[config.mk]
export PLATFORM = sky130hd
export DESIGN_NAME = input_port_ctrl
export DESIGN_NICKNAME = d
export VERILOG_FILES = /design/src/rtl/input_port_ctrl.sv
export SDC_FILE = /design/constraint.sdc
export NUM_CORES = 1
export LEC_CHECK = 0
export ABC_AREA = 0
export CORE_AREA = 2 2 104 106
export DETAILED_ROUTE_END_ITERATION = 6
export DIE_AREA = 0 0 106 108
export PLACE_DENSITY = 0.82
export SETUP_SLACK_MARGIN = 0.15
export SLEW_MARGIN = 15
export SYNTH_ARGS = -nofsm -noshare
export SYNTH_HDL_FRONTEND = slang
export SYNTH_SLANG_ARGS = --single-unit
[constraint.sdc]
create_clock -name clk -period 3 [get_ports clk]
set_input_delay 0.45 -clock clk [delete_from_list [all_inputs] [get_ports clk]]
set_output_delay 0.45 -clock clk [all_outputs]
set_load 0.1 [all_outputs]
[src/rtl/input_port_ctrl.sv]
// input_port_ctrl
//   Per-port input controller for a mesh router. Incoming flits are buffered
//   in a small FIFO. The header at the FIFO head is decoded to an XY output
//   direction, a switch-allocator request is held for the whole packet, and
//   the packet's flits are streamed to the crossbar. A body-flit countdown
//   marks the tail, so the next header is found without any external framing.
//
// Ports
//   clk          clock, all state on rising edge
//   reset        asynchronous active-low reset
//   in_valid     upstream flit valid
//   in_ready     FIFO can accept (not full)
//   in_data      upstream flit
//   route_req    one-hot request {L,W,S,E,N}
//   route_grant  allocator grant for the current request (level)
//   out_valid    flit presented to crossbar
//   out_ready    crossbar accepts flit
//   out_data     flit to crossbar (FIFO head)
//   out_head     out_data is a header flit
//   out_tail     out_data is the last flit of its packet
//
// FSM states
//   state   | meaning
//   IDLE    | waiting for a header at the FIFO head
//   ROUTE   | requesting route_dir from the allocator, waiting for grant
//   FORWARD | streaming header and body flits to the crossbar

module input_port_ctrl #(
    parameter int DATA_WIDTH  = 32,
    parameter int ADD_WIDTH   = 8,
    parameter int COORD_WIDTH = 4,
    parameter int DEPTH       = 4,
    parameter int LOCAL_X     = 0,
    parameter int LOCAL_Y     = 0
) (
    input  logic                  clk,
    input  logic                  reset,
    input  logic                  in_valid,
    output logic                  in_ready,
    input  logic [DATA_WIDTH-1:0] in_data,
    output logic [4:0]            route_req,
    input  logic                  route_grant,
    output logic                  out_valid,
    input  logic                  out_ready,
    output logic [DATA_WIDTH-1:0] out_data,
    output logic                  out_head,
    output logic                  out_tail
);

    localparam int PTR_W = $clog2(DEPTH);
    localparam logic [PTR_W:0]         FULL_CNT = (PTR_W+1)'(DEPTH);
    localparam logic [COORD_WIDTH-1:0] LX       = COORD_WIDTH'(LOCAL_X);
    localparam logic [COORD_WIDTH-1:0] LY       = COORD_WIDTH'(LOCAL_Y);

    localparam logic [4:0] DIR_N = 5'b00001;
    localparam logic [4:0] DIR_E = 5'b00010;
    localparam logic [4:0] DIR_S = 5'b00100;
    localparam logic [4:0] DIR_W = 5'b01000;
    localparam logic [4:0] DIR_L = 5'b10000;

    typedef enum logic [1:0] {IDLE, ROUTE, FORWARD} state_t;

    // ------------------------------------------------------------------
    // Input FIFO
    // ------------------------------------------------------------------
    logic [DATA_WIDTH-1:0] mem [DEPTH];
    logic [PTR_W-1:0]      wr_ptr;
    logic [PTR_W-1:0]      rd_ptr;
    logic [PTR_W:0]        count;
    logic                  full;
    logic                  empty;
    logic                  push;
    logic                  pop;
    logic [DATA_WIDTH-1:0] head_flit;

    assign full      = (count == FULL_CNT);
    assign empty     = (count == '0);
    assign in_ready  = !full;
    // Push is gated by full alone: a pop in the same cycle does not free a slot.
    assign push      = in_valid && !full;
    assign pop       = out_valid && out_ready;
    assign head_flit = mem[rd_ptr];

    // Storage has no reset; emptying the pointers discards the contents.
    always_ff @(posedge clk) begin
        if (push) begin
            mem[wr_ptr] <= in_data;
        end
    end

    always_ff @(posedge clk or negedge reset) begin
        if (!reset) begin
            wr_ptr <= '0;
            rd_ptr <= '0;
            count  <= '0;
        end else begin
            if (push) begin
                wr_ptr <= wr_ptr + 1'b1;
            end
            if (pop) begin
                rd_ptr <= rd_ptr + 1'b1;
            end
            case ({push, pop})
                2'b10:   count <= count + 1'b1;
                2'b01:   count <= count - 1'b1;
                default: count <= count;
            endcase
        end
    end

    // ------------------------------------------------------------------
    // Header decode and XY routing (X resolved first, unsigned compares)
    // ------------------------------------------------------------------
    logic [COORD_WIDTH-1:0] dest_x;
    logic [COORD_WIDTH-1:0] dest_y;
    logic [4:0]             dir;

    assign dest_y = head_flit[ADD_WIDTH +: COORD_WIDTH];
    assign dest_x = head_flit[ADD_WIDTH+COORD_WIDTH +: COORD_WIDTH];

    always_comb begin
        dir = DIR_L;
        if (dest_x > LX) begin
            dir = DIR_E;
        end else if (dest_x < LX) begin
            dir = DIR_W;
        end else if (dest_y > LY) begin
            dir = DIR_N;
        end else if (dest_y < LY) begin
            dir = DIR_S;
        end
    end

    // ------------------------------------------------------------------
    // Packet FSM
    // ------------------------------------------------------------------
    state_t               state;
    logic [ADD_WIDTH-1:0] remaining;
    logic                 first;  // next transfer in FORWARD is the header

    assign out_valid = (state == FORWARD) && !empty;
    assign out_data  = head_flit;
    assign out_head  = out_valid && first;
    assign out_tail  = out_valid && (first ? (remaining == '0)
                                           : (remaining == ADD_WIDTH'(1)));

    always_ff @(posedge clk or negedge reset) begin
        if (!reset) begin
            state     <= IDLE;
            route_req <= '0;
            remaining <= '0;
            first     <= 1'b0;
        end else begin
            case (state)
                IDLE: begin
                    if (!empty) begin
                        route_req <= dir;
                        remaining <= head_flit[ADD_WIDTH-1:0];
                        first     <= 1'b1;
                        state     <= ROUTE;
                    end
                end
                ROUTE: begin
                    if (route_grant) begin
                        state <= FORWARD;
                    end
                end
                FORWARD: begin
                    if (pop) begin
                        first <= 1'b0;
                        if (!first) begin
                            remaining <= remaining - 1'b1;
                        end
                        if (out_tail) begin
                            route_req <= '0;
                            state     <= IDLE;
                        end
                    end
                end
                default: begin
                    route_req <= '0;
                    state     <= IDLE;
                end
            endcase
        end
    end

endmodule

==> flow_metrics.env <==
export IMPL_crit_fanout=23
export IMPL_netlist_area_mm2=0.005912
export IMPL_timing_critical_path_slowest_cell_delay_ps=660
export IMPL_area_of_the_die_mm2=0.01145
export IMPL_portBuffers=75
export IMPL_path_delay_family="flip-flops"
export IMPL_synth_top_area_cell="edfxtp_1"
export IMPL_first_iter_violations=209
export IMPL_grt_pass1_vias=3374
export IMPL_first_pass_iters=4
export IMPL_synth_cells=305
export IMPL_clock_sink_count=149
export IMPL_critical_path_buf_inv_count=2
export IMPL_flow_area_growth_from_synthesis_pct=31.24
export IMPL_boundaryPins=78
export IMPL_initial_core_utilization=0.5778
export IMPL_fin_cells=548
export IMPL_final_report_hold_violation_count=0
export IMPL_final_antenna_net_count=0
export IMPL_postCtsResizedCells=0
export IMPL_yosysSeqAreaShare=0.7390
export IMPL_die_height_um=108
export IMPL_crit_end="out_data[0]"
export IMPL_routedWlPerCell_um=21.87
export IMPL_final_setup_skew_ps=9.555
export IMPL_period_needed_ps=2744
export IMPL_globalRouteOverflowTotal=0
export IMPL_synthArstFlopShare=0.1409
export IMPL_transition_time_of_the_tightest_slew_check_pin_ps=836.5
export IMPL_postSynthAreaPerCell_um2=19.38
export IMPL_cp_depth=3
export IMPL_grt_use_total=0.2245
export IMPL_unrepaired_setup_endpoints_after_global_routing="false"
export IMPL_slew_headroom=0.4381
export IMPL_critical_path_slowest_cell="dfrtp_1"
export IMPL_yosys_warnings=0
export IMPL_finish_utilization=0.7583
export IMPL_cp_arrival_ps=2290
export IMPL_rows=37
export IMPL_h_tree_depth=4
export IMPL_vias=3186
export IMPL_post_cts_setup_buffer_count=0
export IMPL_cts_reportedPaths_clkPinSlew_ps=60
export IMPL_final_max_slew_violation_count=0
export IMPL_regToRegEndpoint="route_req[4]"
export IMPL_finish_net_count=445
export IMPL_place_area_mm2=0.007198
export IMPL_finish_instance_area_mm2=0.007759
export IMPL_cts_made_buffers=17
export IMPL_post_cts_hold_buffer_count=0
export IMPL_ff2ff_setup_slack_ps=560
export IMPL_core_area_mm2=0.01023
export IMPL_max_cap_violations=0
export IMPL_ctsLongestPathBuffers=2
export IMPL_setup_violations=0
export IMPL_finalWirelength_um=11990
export IMPL_critical_path_startpoint_type="register"
export IMPL_holdCritPathClass="in -> async"
export IMPL_synth_lib_cells_used_distinct=45
export IMPL_max_freq_ghz=0.3645
export IMPL_cts_root_buf="clkbuf_8"
export IMPL_r2r_start="rd_ptr[0]"
export IMPL_floorplan_die_width_um=106
export IMPL_setup_worst_path_class="reg -> out"
export IMPL_route_detailed_drc=0
export IMPL_post_dp_hpwl_um=7627
export IMPL_antenna_violations_before_repair=0
export IMPL_cp_startpoint="rd_ptr[1]"
export IMPL_timing_setup_tns_ps=0
export IMPL_clock_insertion_delay_worst_skew_ps=510
export IMPL_crit_path_cell_chain="buf_4 -> mux4_2 -> buf_12"
export IMPL_wire_length_of_the_first_global_routing_pass_um=18500
export IMPL_post_place_cells=516
export IMPL_post_route_cells_drive_above_1_share=0.3034
export IMPL_grt_start_max_net_pins=33
export IMPL_place_gp_congestion=0.7884
export IMPL_clock_tree_from_tritoncts="done"
export IMPL_timing_critical_path_to_type="primary output"
export IMPL_synth_top_cells_by_area="edfxtp_1 (65%), mux4_2 (11%), dfrtp_1 (8.9%), ha_1 (1.7%), mux4_1 (1.3%)"
export IMPL_length_in_cells_of_the_worst_reg_to_reg_path=6
export IMPL_wp_data_required_ps=2550
export IMPL_synth_seq_cells=149
export IMPL_run_status="completed"
export IMPL_via_cell_ratio=5.814
export IMPL_synth_largest_type_area_fraction=0.6502
export IMPL_diodes=0
export IMPL_dominantRegCellSynth="edfxtp_1"
export IMPL_synth_enable_flop_cells=128
export IMPL_layout_worst_path_cycle_share=0.9145
[cells by family after synthesis]
family          Yosys count  share of synthesized area
compound gates           31                    0.03259
xor+xnor                  6                   0.008891
flops                   149                     0.7390
other cells               1                  0.0006343
buf+inv                  23                    0.01947
fa+ha+maj                 9                    0.02032
mux                      37                     0.1329
simple gates             49                    0.04614
[layer usage]
layer | GRT usage | share of wire | vias to the layer above
li1 | - | - | 1415
met1 | 0.2831 | 0.39 | 1624
met2 | 0.3783 | 0.53 | 131
met3 | 0.06329 | 0.066 | 16
met4 | 0.08177 | 0.012 | 0
met5 | 0 | 0 | -
[layout make-up]
type / count / area [um^2]
tap: 136 / 170.2
sequential: 149 / 4370
clock inverter: 10 / 63.81
inverter: 10 / 37.54
timing repair buffer: 87 / 1144
fill: 592 / 2472
clock buffer: 22 / 496.7
multi-input combinational: 134 / 1476
[placed cells by master (no fill, tap or decap), drive strengths merged, types with 2 or more instances in the layout]
| cell | instances |
|---|---|
| nor4b | 2 |
| a21oi | 8 |
| xor2 | 3 |
| xnor2 | 3 |
| nor4 | 4 |
| inv | 14 |
| nand2 | 7 |
| clkdlybuf4s50 | 36 |
| or4 | 2 |
| mux2i | 2 |
| o21ai | 11 |
| nor2 | 11 |
| mux4 | 32 |
| clkbuf | 22 |
| buf | 51 |
| clkinv | 5 |
| mux2 | 3 |
| o211ai | 2 |
| nor3b | 2 |
| and3 | 6 |
| dfrtp | 21 |
| nand2b | 2 |
| ha | 8 |
| a211oi | 2 |
| conb | 2 |
| edfxtp | 128 |
| nand3 | 6 |
| a211o | 2 |
| nor3 | 3 |
[synth_stat cells, types with 5 or more instances]
master / count
nor2_1: 11
nand3_1: 6
ha_1: 8
dfrtp_1: 21
o21ai_0: 11
and3_1: 6
nand2_1: 7
buf_2: 5
inv_1: 10
edfxtp_1: 128
a21oi_1: 8
mux4_2: 29
[sequential cells by signal, summed over array words and instances (netlist names)]
name	flops
state	2
wr_ptr	2
route_req	3
first	1
count	3
remaining	8
rd_ptr	2
mem	128
[worst min-delay path by stage]
stage	to	slack (ps)	cells after the start
floorplan	count[0]	150	0
global placement	route_req[1]	470	1
detailed placement	route_req[1]	470	1
CTS	route_req[1]	200	1
global route	route_req[0]	230	1
finish	route_req[1]	220	1
[metrics by stage]
stage	hold WS (ps)	worst slack (ps)
finish	219.5	256.5
CTS	204.1	218.5
floorplan	154.4	98.65
detailed placement	474.2	575.7
global placement	465.6	684.6
global route	228.7	159.7
Power is not shown: default switching activity piles up to over one toggle a cycle in this logic, so the estimate is an artifact.
